===== src/rtl/als_mon_pkg.sv =====
// als_mon_pkg
// Shared types and helpers for the approximate-adder error monitor.
//   mon_state_e  : run-control FSM states
//   DEF_*        : default widths for operands, counters and the accumulator
//   sat_add()    : unsigned add clamped to the all-ones value of a given width
package als_mon_pkg;

  typedef enum logic [1:0] {
    ST_IDLE  = 2'd0,
    ST_RUN   = 2'd1,
    ST_DRAIN = 2'd2,
    ST_DONE  = 2'd3
  } mon_state_e;

  localparam int DEF_WIDTH = 32;
  localparam int DEF_CNT_W = 32;
  localparam int DEF_ACC_W = 64;

  // Widest accumulator sat_add() can serve; callers zero-extend into it.
  localparam int SAT_MAX_W = 128;

  // Returns min(acc + inc, 2^w - 1). Both operands must already fit in w bits.
  function automatic logic [SAT_MAX_W-1:0] sat_add(
    input logic [SAT_MAX_W-1:0] acc,
    input logic [SAT_MAX_W-1:0] inc,
    input int                   w
  );
    logic [SAT_MAX_W:0] one;
    logic [SAT_MAX_W:0] lim;
    logic [SAT_MAX_W:0] s;
    one = {{SAT_MAX_W{1'b0}}, 1'b1};
    lim = (one << w) - one;
    s   = {1'b0, acc} + {1'b0, inc};
    return (s > lim) ? lim[SAT_MAX_W-1:0] : s[SAT_MAX_W-1:0];
  endfunction

endpackage


===== src/rtl/als_err_dist.sv =====
// als_err_dist
// Registered error-distance stage for an approximate adder of any width.
// Computes the exact sum a+b (WIDTH+1 bits, never wraps) and the unsigned
// distance to the approximate sum, one cycle after the inputs are presented.
//   clk, rst_n       : clock, async active-low reset
//   flush            : drops the in-flight valid bit
//   in_valid         : a/b/sum present
//   a, b             : operands (WIDTH)
//   sum              : approximate sum (WIDTH+1)
//   out_valid        : ed/mismatch are valid
//   ed               : |exact - sum| (WIDTH+1)
//   mismatch         : ed != 0
module als_err_dist
  import als_mon_pkg::*;
#(
  parameter int WIDTH = DEF_WIDTH
) (
  input  logic             clk,
  input  logic             rst_n,
  input  logic             flush,
  input  logic             in_valid,
  input  logic [WIDTH-1:0] a,
  input  logic [WIDTH-1:0] b,
  input  logic [WIDTH:0]   sum,
  output logic             out_valid,
  output logic [WIDTH:0]   ed,
  output logic             mismatch
);

  logic [WIDTH:0] exact;
  logic [WIDTH:0] ed_c;

  always_comb begin
    exact = {1'b0, a} + {1'b0, b};
    ed_c  = (exact >= sum) ? (exact - sum) : (sum - exact);
  end

  always_ff @(posedge clk or negedge rst_n) begin
    if (!rst_n) begin
      out_valid <= 1'b0;
      ed        <= '0;
      mismatch  <= 1'b0;
    end else begin
      out_valid <= in_valid && !flush;
      if (in_valid) begin
        ed       <= ed_c;
        mismatch <= (ed_c != '0);
      end
    end
  end

endmodule


===== src/rtl/als_error_monitor.sv =====
// als_error_monitor
// Accumulates error statistics of an approximate adder over a run of
// num_samples operand/sum triples: error count, max and summed error distance.
//   clk, rst_n                 : clock, async active-low reset
//   start, clear, num_samples  : run control
//   in_valid/in_ready          : sample handshake
//   in_a, in_b, in_sum         : operands and approximate sum
//   busy, done                 : run status
//   sample_count, err_count    : processed samples, samples with error
//   max_ed, sum_ed             : max and saturating sum of |exact - approx|
//
// state | meaning
// IDLE  | waiting for start; statistics from the last run remain readable
// RUN   | accepting samples until target transfers have occurred
// DRAIN | no new samples; waiting for S1/S2 to empty into the statistics
// DONE  | run complete; statistics stable
module als_error_monitor
  import als_mon_pkg::*;
#(
  parameter int WIDTH = DEF_WIDTH,
  parameter int CNT_W = DEF_CNT_W,
  parameter int ACC_W = DEF_ACC_W
) (
  input  logic             clk,
  input  logic             rst_n,
  input  logic             start,
  input  logic             clear,
  input  logic [CNT_W-1:0] num_samples,
  input  logic             in_valid,
  output logic             in_ready,
  input  logic [WIDTH-1:0] in_a,
  input  logic [WIDTH-1:0] in_b,
  input  logic [WIDTH:0]   in_sum,
  output logic             busy,
  output logic             done,
  output logic [CNT_W-1:0] sample_count,
  output logic [CNT_W-1:0] err_count,
  output logic [WIDTH:0]   max_ed,
  output logic [ACC_W-1:0] sum_ed
);

  localparam logic [CNT_W-1:0] CNT_ONE = {{(CNT_W-1){1'b0}}, 1'b1};

  mon_state_e state, state_nxt;

  logic [CNT_W-1:0] accepted;
  logic [CNT_W-1:0] target;
  logic             transfer;
  logic             last_xfer;
  logic             start_run;

  logic             s1_valid;
  logic [WIDTH-1:0] s1_a;
  logic [WIDTH-1:0] s1_b;
  logic [WIDTH:0]   s1_sum;

  logic             s2_valid;
  logic [WIDTH:0]   s2_ed;
  logic             s2_mismatch;

  // in_ready depends only on registered state, never on in_valid.
  assign in_ready  = (state == ST_RUN) && (accepted < target);
  assign transfer  = in_valid && in_ready && !clear;
  assign last_xfer = transfer && ((accepted + CNT_ONE) == target);
  assign busy      = (state == ST_RUN) || (state == ST_DRAIN);
  assign done      = (state == ST_DONE);

  always_ff @(posedge clk or negedge rst_n) begin
    if (!rst_n) state <= ST_IDLE;
    else        state <= state_nxt;
  end

  always_comb begin
    state_nxt = state;
    start_run = 1'b0;
    case (state)
      ST_IDLE, ST_DONE: begin
        if (start) begin
          start_run = 1'b1;
          state_nxt = (num_samples == '0) ? ST_DONE : ST_RUN;
        end
      end
      ST_RUN: begin
        if (last_xfer) state_nxt = ST_DRAIN;
      end
      ST_DRAIN: begin
        // S3 commits on the edge that empties S2, so both valids low means
        // the final statistics are already in the output registers.
        if (!s1_valid && !s2_valid) state_nxt = ST_DONE;
      end
      default: state_nxt = ST_IDLE;
    endcase
    if (clear) begin
      state_nxt = ST_IDLE;
      start_run = 1'b0;
    end
  end

  // S1: operand capture and run bookkeeping.
  always_ff @(posedge clk or negedge rst_n) begin
    if (!rst_n) begin
      s1_valid <= 1'b0;
      s1_a     <= '0;
      s1_b     <= '0;
      s1_sum   <= '0;
      accepted <= '0;
      target   <= '0;
    end else if (clear) begin
      s1_valid <= 1'b0;
      accepted <= '0;
      target   <= '0;
    end else if (start_run) begin
      s1_valid <= 1'b0;
      accepted <= '0;
      target   <= num_samples;
    end else begin
      s1_valid <= transfer;
      if (transfer) begin
        s1_a     <= in_a;
        s1_b     <= in_b;
        s1_sum   <= in_sum;
        accepted <= accepted + CNT_ONE;
      end
    end
  end

  // S2: exact sum and error distance.
  als_err_dist #(.WIDTH(WIDTH)) u_err_dist (
    .clk       (clk),
    .rst_n     (rst_n),
    .flush     (clear),
    .in_valid  (s1_valid),
    .a         (s1_a),
    .b         (s1_b),
    .sum       (s1_sum),
    .out_valid (s2_valid),
    .ed        (s2_ed),
    .mismatch  (s2_mismatch)
  );

  // S3: statistics.
  always_ff @(posedge clk or negedge rst_n) begin
    if (!rst_n) begin
      sample_count <= '0;
      err_count    <= '0;
      max_ed       <= '0;
      sum_ed       <= '0;
    end else if (clear || start_run) begin
      sample_count <= '0;
      err_count    <= '0;
      max_ed       <= '0;
      sum_ed       <= '0;
    end else if (s2_valid) begin
      sample_count <= sample_count + CNT_ONE;
      err_count    <= err_count + {{(CNT_W-1){1'b0}}, s2_mismatch};
      if (s2_ed > max_ed) max_ed <= s2_ed;
      sum_ed <= ACC_W'(sat_add(SAT_MAX_W'(sum_ed), SAT_MAX_W'(s2_ed), ACC_W));
    end
  end

endmodule


===== config.mk =====
export PLATFORM = sky130hd
export DESIGN_NAME = als_error_monitor
export DESIGN_NICKNAME = d
export VERILOG_FILES = /design/src/rtl/als_mon_pkg.sv /design/src/rtl/als_err_dist.sv /design/src/rtl/als_error_monitor.sv
export SDC_FILE = /design/constraint.sdc
export NUM_CORES = 1
export LEC_CHECK = 0
export CAP_MARGIN = 10
export CORE_MARGIN = 2
export CORE_UTILIZATION = 45
export DETAILED_ROUTE_END_ITERATION = 7
export GPL_TIMING_DRIVEN = 0
export PLACE_DENSITY = 0.8
export SETUP_SLACK_MARGIN = 0.2
export SKIP_CTS_REPAIR_TIMING = 1
export SYNTH_ARGS = -nofsm -noshare
export SYNTH_HDL_FRONTEND = slang
export SYNTH_HIERARCHICAL = 1
export SYNTH_SLANG_ARGS = --single-unit

===== constraint.sdc =====
create_clock -name clk -period 7 [get_ports clk]
set_input_delay 1.4 -clock clk [delete_from_list [all_inputs] [get_ports clk]]
set_output_delay 1.4 -clock clk [all_outputs]
set_load 0.03 [all_outputs]

After elaboration in Yosys (flattened, before gate mapping)
Index checks and enable logic that the tools add are counted.
- word-level logic and storage cells: 83
- input port bits: 134
- latch bits: 0
- memories kept: 0
- register bits after elaboration: 360
- memory bits (read-only): 0
- memory bits (writable): 0
- output and inout bits: 164
- bitwise logic cells: 2
- shifts and indexed selects: 0
- add/sub/neg operators: 7
- div/mod/pow operators: 0
- mux-type cells: 27
- equal/unequal tests: 7
- $mul: 0
- $lt $le $gt $ge: 4
- reduce and logical (&&, ||, !) cells: 22
- operator list (kind ; count):
    $mux W32 ; 9
    $mux W64 ; 3
    $mux W33 ; 4
    $sub A33 B33 Y33 ; 2
    $add A64 B33 Y65 ; 1
    $gt A65 B64 Y1 const B ; 1
    $add A32 B1 Y32 const B ; 2
    $add A32 B32 Y33 ; 1
    $ge A33 B33 Y1 ; 1
    $gt A33 B33 Y1 ; 1
    $reduce_bool A33 Y1 ; 1
    $add A32 B1 Y32 ; 1
    $eq A32 B32 Y1 ; 1
    $logic_not A32 Y1 ; 1
    $lt A32 B32 Y1 ; 1
    $mux W2 ; 5
    $logic_and A1 B1 Y1 ; 6
    $ne A3 B3 Y1 const B ; 2
    $pmux W2 S3 ; 1
    $reduce_and A3 Y1 ; 2
    $reduce_bool A2 Y1 ; 3
    $mux W1 ; 5
    $eq A2 B2 Y1 const B ; 2
    $logic_not A1 Y1 ; 3
    other kinds (8) ; 10

Logic depth before layout (Yosys ltp)
Gate-level depths: netlist of run 1.
- word-level depth: 8
- depth in mapped cells: 29
- mapped depth without buffers: 27

By module
The synthesis of run 1 kept the hierarchy.
- modules (own cells, without submodules) (module ; times used ; area an instance (um2) ; cells an instance):
    als_error_monitor ; 1 ; 18257.5 ; 1902
    als_err_dist ; 1 ; 6288.5 ; 842

Worst setup path before layout of run 1
OpenSTA, ideal clock, no wires.
- kind: register to register
- start: reg s1_a[0]
- end: reg u_err_dist.mismatch
- arrival time: 6.442 ns
- slack: 0.416 ns
- data required time: 6.859 ns
- clock period less this slack: 6.584 ns
- cell stages (with the launch flop): 28
- library setup time: 0.141 ns
- cells stage by stage: dfrtp_1 > ha_1 > fa_1 > a21o_1 > a21oi_1 > o21ai_0 > a311oi_1 > o21ai_0 > or4_1 > a31oi_1 > o211ai_1 > and3_1 > o21ai_0 > nand2b_1 > xor2_1 > ha_1 > a21o_1 > a21o_1 > a21o_1 > or3b_1 > buf_2 > or4_4 > o211a_1 > or3_1 > a2111oi_0 > and4bb_1 > and4_1 > a41oi_1
- cells in the longest elaborated chain, start to end: 4
- ends and longest elaborated chain (element ; RTL line ; text):
    start: declaration ; als_error_monitor.sv:53 ; logic [WIDTH-1:0] s1_a;
    start signal: assignment ; als_error_monitor.sv:119 ; s1_a <= in_a;
    $add A32 B32 Y33 * ; als_err_dist.sv:34 ; exact = {1'b0, a} + {1'b0, b};
    $sub A33 B33 Y33 or $ge A33 B33 Y1 (tied branches) ; als_err_dist.sv:35 ; ed_c = (exact >= sum) ? (exact - sum) : (sum - exact);
    $mux W33 * ; als_err_dist.sv:35 ;
    $reduce_bool A33 Y1 * ; als_err_dist.sv:47 ; mismatch <= (ed_c != '0);
    end signal: assignment ; als_err_dist.sv:47 ;
    end: declaration ; als_err_dist.sv:27 ; output logic mismatch
Mark *: on every way between the ends. The rest lies on a longest branch, timed or not.
A chain may end at the register's enable or synchronous reset.

Worst setup path after layout of run 1
Same ends and word-level chain as after synthesis.

==> results of run 1 <==
-- power by group through the flow --
stage                     logic, mW  clock network (mW)  registers, mW
after floorplan                8.56                   0           2.84
after global placement         11.1                   0           2.95
after detailed placement       11.3                   0           2.97
after CTS                      11.3                2.32           2.93
after global routing           13.1                2.40           3.01
final                          11.9                2.28           2.94
-- registers in the layout (all words and copies together) (netlist names) --
name                  count
s1_b                     32
target                   32
state                     2
s1_a                     32
s1_sum                   33
u_err_dist/out_valid      1
accepted                 32
max_ed                   33
err_count                32
u_err_dist/mismatch       1
u_err_dist/ed            33
s1_valid                  1
sum_ed                   64
sample_count             32
-- how the worst min path moves through the flow --
| stage | slack [ns] | startpoint | cells past startpoint | end |
|---|---|---|---|---|
| 4_1_cts | 0.50 | sum_ed[55] | 1 | sum_ed[55] |
| 6_report | 0.51 | sum_ed[55] | 1 | sum_ed[55] |
| 3_3_place_gp | 0.48 | sum_ed[55] | 1 | sum_ed[55] |
| 2_1_floorplan | 0.48 | target[0] | 1 | target[0] |
| 3_5_place_dp | 0.49 | sum_ed[55] | 1 | sum_ed[55] |
| 5_1_grt | 0.52 | s1_b[31] | 1 | s1_b[31] |
-- cell usage after synthesis (all sizes together), types with 25 or more instances --
cell | count | area share
a211oi | 28 | 0.0088
o21ai | 205 | 0.042
nor2 | 217 | 0.033
buf | 35 | 0.0070
nand2 | 209 | 0.032
nor3 | 47 | 0.0098
a31oi | 56 | 0.014
nand3 | 104 | 0.021
xor2 | 107 | 0.038
mux2 | 108 | 0.050
and4 | 28 | 0.010
inv | 175 | 0.027
nor4 | 25 | 0.0064
nand4 | 60 | 0.016
a21oi | 187 | 0.038
nor2b | 25 | 0.0064
and3 | 55 | 0.014
dfrtp | 360 | 0.37
clkbuf | 88 | 0.013
ha | 202 | 0.10
xnor2 | 101 | 0.036
a21o | 77 | 0.024
-- metrics by stage --
step | utilization | area, um2 | TNS (ns) | total power [mW]
4_1_cts | 0.555 | 29900 | -7.49 | 16.6
5_1_grt | 0.559 | 30100 | -0.135 | 18.6
3_5_place_dp | 0.528 | 28500 | -6.93 | 14.2
6_report | 0.559 | 30100 | 0 | 17.2
3_3_place_gp | 0.527 | 28400 | -4066.52 | 14.1
2_1_floorplan | - | 24500 | 0 | 11.4
-- critical path: cells and delay by family (launching register included) --
| family | cells | cell delay (ns) |
|---|---|---|
| AOI/OAI and AO/OA | 14 | 2.64 |
| and+or+nand+nor | 8 | 2.50 |
| adders and majority gates | 3 | 0.91 |
| DFF | 1 | 0.38 |
| buffers and inverters | 1 | 0.16 |
| xor gates and xnor gates | 1 | 0.15 |
-- cells by family (layout without fill, tap and decap cells) --
group	after synthesis	after routing	share of synthesized area
AND/OR/NAND/NOR	847	847	0.171
AO/OA/AOI/OAI	695	695	0.176
flip-flops	360	360	0.367
buffers and inverters	299	681	0.0474
XOR/XNOR	208	208	0.0742
adder cells (fa/ha/maj)	206	206	0.106
multiplexers	129	129	0.0581
other	0	1	0
-- metal layers --
layer / vias up / share of wire
met1: 10727 / 0.41
met2: 856 / 0.47
met5: - / 0.00018
li1: 10574 / -
met3: 137 / 0.078
met4: 2 / 0.034
-- area by class of cell --
class                           count  area, um2
Timing Repair Buffer              307       3110
Clock buffer                       59       1250
Multi-Input combinational cell   2085      14500
Inverter                          176        661
Clock inverter                     16        181
Sequential cell                   360       9010
Tap cell                          696        871
Antenna cell                        1       2.50
Fill cell                        4730      23800
Buffer                            123        518
==> results.cfg, run 1 <==
[clock_network]
cts-root-buf = clkbuf_16
cts_max_level = 2
cts_tree = yes
clockBufferDepth = 3
tritoncts.num_buffers = 43
clkLatencyLatePin_ns = 0.58
clk_transition_reported_paths_ns = 0.06
clkSinkCount = 360

[grt]
first_global_vias = 21311
use_met3 = 0.0497
grt_pass1_wl_um = 116000
grt_remaining_overflow = 0
antenna_found_initial = 1
top_usage_layer = met2
grt_use_met2 = 0.430
grt_max_degree = 104
met1_usage = 0.325
grt_use_total = 0.255

[cells_and_area]
drive_above_1_share = 0.0832
syn2layout_area_growth_pct = 22.7
fin_cells = 3823
layout.nets = 3436
layout_common_cells = dfrtp_1, clkdlybuf4s50_1, nor2_1
final_common_cell = dfrtp_1

[synth]
async_flop_share = 1.00
ys_types = 83
seq_area_frac_synth = 0.367
syn_nets = 3084
synth_ff_type = dfrtp_1
ys_seq_elements = 360
syn_avg_cell_area_um2 = 8.95
yosysWarnings = 6
syn_area_um2 = 24500
synth_edf_count = 0
synth_cells = 2744

[power]
leakage_nw = 13.2
ir_drop_v = 0.000416
swShare = 0.500
powerDensity_nw_per_um2 = 570
p_int_mw = 8.58
seq_power_share = 0.171
p_sw_mw = 8.58
p_clk_frac = 0.133
pwr-share-comb = 0.696

[critical_path]
rr_worst_depth = 27
slowest_delay_ns = 0.57
worstSetupPathType = reg -> reg
cp.arrival_ns = 7.32
crit_start = s1_a[0]
crit_fanout = 9
reg2reg_slack_ns = 0.10
crit_end = u_err_dist/mismatch
worstReg2RegStart = s1_a[0]
crit_slowest_cell = or4_4
cp.required_ns = 7.42
cpMostUsedCell = a21o_1
worstReg2RegEnd = u_err_dist/mismatch
end_kind = register
worstSetupStartpointType = register

[timing]
timing.final.crit_period_ns = 6.90
hold_viol = 0
setup_viol = 0
layout_worst_path_cycle_share = 0.986
hold_ws_ns = 0.507
skew_ns = 0.0232
timing.fmax_ghz = 0.145
timing.final.ws_setup_ns = 0.101
worst_slew_pin_slew_ns = 1.11
relSlewSlack = 0.254
drv_slew = 0
rsz0062_at_grt = true

[outcome]
status = finished, final reports clean

[route]
vias = 22296
wl_um = 73200
routedWlPerCell_um = 19.2
viasPerCell = 5.83
drt_iter0_markers = 2095
drc_errors = 0
drt_first_pass_iters = 7
drtAntennaViolNets = 0

[floorplan]
initial_core_util = 0.455
die_area_um2 = 56400
fp.coreArea_um2 = 53900
num_rows = 85
chipWidth_um = 238
die_h_um = 238
io_pins = 298

[place]
hpwlAfterDp_um = 56600
place_ws_ns = -1.09
io_buffer_count = 297
gp_congestion = 0.954
placedCellCount = 3740

[min_path]
min_path_type = reg -> reg

[job]
drv_cap = 0
Note: power is estimated with default switching activity, not from simulation.
==> run 2: changes to the inputs <==
- CTS_CLUSTER_DIAMETER: not set -> 50
- PLACE_DENSITY: 0.8 -> 0.78
- clock period: 7 -> 6.6 ns (I/O delays scaled with it)
==> run 2 against run 1 <==
  * The flow now finishes with violations (setup timing)
  * Final area grew 1.8%
  * Global-route usage grew 0.15 points
  * First-iteration DRC count down 20%
  * Wire length grew 1.4%
  * Register-to-register slack worse by 0.32 ns
  * Critical path type unchanged
  * Critical endpoint unchanged
==> results.cfg, run 2 (synthesis gave the netlist of run 1 again) <==
[route]
wl_um = 74200
routedWlPerCell_um = 19.3
drt_iter0_markers = 1681
drtAntennaViolNets = 0
viasPerCell = 5.79
drt_first_pass_iters = 5
drc_errors = 0
vias = 22339

[critical_path]
cp.arrival_ns = 7.27
rr_worst_depth = 26
crit_fanout = 9
worstSetupPathType = reg -> reg
cp.required_ns = 7.05
reg2reg_slack_ns = -0.22
end_kind = register
worstSetupStartpointType = register

[grt]
met1_usage = 0.329
grt_use_total = 0.257
first_global_vias = 21707
grt_use_met2 = 0.428
grt_pass1_wl_um = 117000
grt_max_degree = 112
grt_remaining_overflow = 0
top_usage_layer = met2
antenna_found_initial = 0
use_met3 = 0.0502

[job]
drv_cap = 0

[timing]
rsz0062_at_grt = true
skew_ns = 0.0200
setup_viol = 2
worst_slew_pin_slew_ns = 1.10
timing.final.crit_period_ns = 6.82
timing.final.ws_setup_ns = -0.220
timing.fmax_ghz = 0.147
relSlewSlack = 0.261
drv_slew = 0
hold_viol = 0
layout_worst_path_cycle_share = 1.03

[clock_network]
cts-root-buf = clkbuf_16
clk_transition_reported_paths_ns = 0.06
cts_tree = yes
tritoncts.num_buffers = 47
clockBufferDepth = 3
cts_max_level = 2
clkLatencyLatePin_ns = 0.60
clkSinkCount = 360

[cells_and_area]
final_common_cell = dfrtp_1
layout_common_cells = dfrtp_1, clkdlybuf4s50_1, nor2_1
multi_input_area_um2 = 14600
seqCellArea_um2 = 9010
regMostFlops = sum_ed
drive_above_1_share = 0.0953
syn2layout_area_growth_pct = 24.9
layout.nets = 3461
fillCellCount = 4662
largest_reg_flops = 64

[floorplan]
fp.coreArea_um2 = 53900
die_area_um2 = 56400
num_rows = 85
chipWidth_um = 238
die_h_um = 238
io_pins = 298
initial_core_util = 0.455

[outcome]
status = complete, but fails checks
violations = setup timing

[place]
hpwlAfterDp_um = 57200
io_buffer_count = 297
place_ws_ns = -1.14
gp_congestion = 0.938

[min_path]
min_path_type = reg -> reg
holdPathStages = 1
## run 2: cell type report
cell class / instances / area share
Clock buffer: 61 / 0.0437
Antenna cell: 1 / 0.0000816
Timing Repair Buffer: 328 / 0.107
Buffer: 123 / 0.0174
Inverter: 176 / 0.0215
Clock inverter: 25 / 0.0117
Tap cell: 696 / 0.0284
Multi-Input combinational cell: 2085 / 0.477
Sequential cell: 360 / 0.294
## run 2: through the flow
| stage | setup TNS [ns] | hold slack, ns | instances | area, um2 | utilization |
|---|---|---|---|---|---|
| after global placement | -4212.10 | 0.495 | 3737 | 28400 | 0.527 |
| after CTS | -9.54 | 0.516 | 3826 | 30200 | 0.560 |
| after floorplan | 0 | 0.477 | 2744 | 24600 | - |
| after global routing | -0.822 | 0.526 | 3854 | 30700 | 0.569 |
| final | -0.269 | 0.513 | 3855 | 30700 | 0.569 |
| after detailed placement | -8.38 | 0.495 | 3740 | 28500 | 0.528 |
## run 2: metal layers
layer,share of wire,vias to the layer above
met5,0,-
met4,0.040,0
met3,0.075,158
met2,0.46,792
met1,0.42,10744
li1,-,10645
## run 2: worst max-delay path, stage by stage (launching register included)
cell and delay, ns:
dfrtp_1 0.42, ha_4 0.26, or2_4 0.24, a21o_1 0.19, a21o_1 0.24, a311oi_4 0.37, o21ai_2 0.12, or4_4 0.56
and2_1 0.17, a21o_1 0.16, a21oi_1 0.20, xnor2_1 0.19, ha_1 0.29, buf_6 0.14, and4_4 0.20, and3_1 0.18
a31oi_1 0.20, nor2_1 0.12, or3b_1 0.40, buf_6 0.15, or4_4 0.55, o211a_1 0.16, or3_4 0.36, a2111oi_4 0.29
and4bb_1 0.21, and4_1 0.19, a41oi_2 0.11
## run 2: path summary, 6_finish.rpt
kind	from	end
max in group asynchronous	rst_n	s1_a[9]
min reg2reg	s1_b[2]	s1_b[2]
min in group asynchronous	rst_n	accepted[6]
max	s1_b[5]	u_err_dist/mismatch
max reg2reg	s1_b[5]	u_err_dist/mismatch
min	s1_b[2]	s1_b[2]
Power of run 2 is not shown: default switching activity piles up to over one toggle a cycle in this logic, so the estimate is an artifact.
==> run 3: changes to the inputs <==
- clock period: 6.6 -> 8.18 ns (I/O delays scaled with it)
==> run 3 against run 2 <==
  * Clock skew rose by 0.0059 ns
  * Sequential cell count did not move
  * Setup slack improved by 0.81 ns
  * Cell count shrank 0.47%
  * Hold slack worse by 0.00058 ns
  * The run now ends clean
  * Critical endpoint unchanged
==> results.cfg, run 3 (synthesis gave the netlist of run 1 again) <==
[outcome]
status = finished, final reports clean

[critical_path]
worstReg2RegEnd = u_err_dist/mismatch
crit_fanout = 10
cpLargestDelayFamily = simple AND/OR/NAND/NOR gates
crit_buf_inv = 2
reg2reg_slack_ns = 0.59
worstSetupStartpointType = register
cp.arrival_ns = 8.05
cpMostUsedCell = nand4_1
worstReg2RegStart = s1_a[0]
slowest_delay_ns = 0.49
worstSetupPathType = reg -> reg
crit_start = s1_a[0]
crit_slowest_cell = or4_1
cp.required_ns = 8.64
end_kind = register
rr_worst_depth = 29

[place]
hpwlAfterDp_um = 56900
io_buffer_count = 297
gp_congestion = 0.960
place_ws_ns = 0.0449

[grt]
first_global_vias = 21616
grt_remaining_overflow = 0
grt_use_total = 0.258
grt_pass1_wl_um = 117000
antenna_found_initial = 1
grt_max_degree = 103

[power]
powerDensity_nw_per_um2 = 488
pwr-share-comb = 0.674
p_clk_frac = 0.156
p_int_mw = 7.36
leakage_nw = 13.3
swShare = 0.502
p_sw_mw = 7.41
seq_power_share = 0.170
ir_drop_v = 0.000455

[timing]
drv_slew = 0
layout_worst_path_cycle_share = 0.928
setup_tns_ns = 0
timing.final.ws_setup_ns = 0.588
timing.fmax_ghz = 0.132
relSlewSlack = 0.291
rsz0062_at_grt = false
hold_ws_ns = 0.512
hold_viol = 0
timing.final.crit_period_ns = 7.59
skew_ns = 0.0259
setup_viol = 0
worst_slew_pin_slew_ns = 1.05

[cells_and_area]
layout.nets = 3439
final_common_cell = dfrtp_1
regMostFlops = sum_ed
drive_above_1_share = 0.0825
largest_reg_flops = 64
layout_common_cells = dfrtp_1, clkdlybuf4s50_1, nor2_1
syn2layout_area_growth_pct = 23.4

[floorplan]
die_area_um2 = 56400
fp.coreArea_um2 = 53900
initial_core_util = 0.455
chipWidth_um = 238
num_rows = 85
io_pins = 298
die_h_um = 238

[route]
drt_first_pass_iters = 6
drt_iter0_markers = 1814
drtAntennaViolNets = 0
viasPerCell = 5.79
vias = 22230
wl_um = 73600
drc_errors = 0
routedWlPerCell_um = 19.2

[clock_network]
cts_max_level = 2
cts_tree = yes
clkLatencyLatePin_ns = 0.61
clk_transition_reported_paths_ns = 0.06
clockBufferDepth = 3
clkSinkCount = 360
tritoncts.num_buffers = 50
cts-root-buf = clkbuf_16

[min_path]
holdPathStages = 1
min_path_type = reg -> reg
hold_path.startpoint = s1_b[28]
min_to = s1_b[28]

[job]
drv_cap = 0
[run 3: changes by cell type in the layout (fill, tap and decap cells not counted), sizes merged]
| cell | change |
|---|---|
| clkbuf | -2 |
| inv | +3 |
| buf | -26 |
| clkinv | +7 |
[run 3: per-layer routing]
metal	wire, um	vias to the layer above	GRT usage
li1	-	10594	-
met1	31000	10625	0.334
met2	34300	848	0.431
met3	5450	161	0.0448
met4	2810	2	0.0995
met5	13	-	0
[run 3: per-stage QoR]
| stage | instances | area, um2 | util | total power, mW |
|---|---|---|---|---|
| detailed placement | 3740 | 28500 | 0.528 | 12.2 |
| finish | 3837 | 30300 | 0.562 | 14.8 |
| floorplan | 2744 | 24500 | - | 9.75 |
| CTS | 3833 | 30200 | 0.561 | 14.6 |
| global route | 3836 | 30300 | 0.562 | 15.9 |
| global placement | 3737 | 28400 | 0.527 | 12.1 |
[run 3: worst max path at each step]
stage / endpoint / slack (ns) / cells past startpoint
after floorplan: u_err_dist/mismatch / 1.60 / 27
after global placement: s1_a[20] / -10.43 / 1
after detailed placement: u_err_dist/mismatch / 0.04 / 28
after CTS: u_err_dist/mismatch / 0.03 / 28
after global routing: u_err_dist/mismatch / 0.22 / 29
final: u_err_dist/mismatch / 0.59 / 29
[run 3: final cells by class]
class | instances | area (um2)
tap | 696 | 871
fill | 4751 | 23600
multi-input combinational | 2085 | 14400
sequential | 360 | 9010
buffer | 123 | 505
clock inverter | 35 | 447
clock buffer | 58 | 1320
timing repair buffer | 303 | 3080
antenna | 1 | 2.50
inverter | 176 | 661
[run 3: power groups by stage]
| stage | clock (mW) | combinational (mW) | sequential (mW) |
|---|---|---|---|
| floorplan | 0 | 7.32 | 2.43 |
| global placement | 0 | 9.55 | 2.52 |
| detailed placement | 0 | 9.66 | 2.54 |
| CTS | 2.33 | 9.75 | 2.51 |
| global route | 2.41 | 10.9 | 2.57 |
| finish | 2.30 | 9.95 | 2.52 |
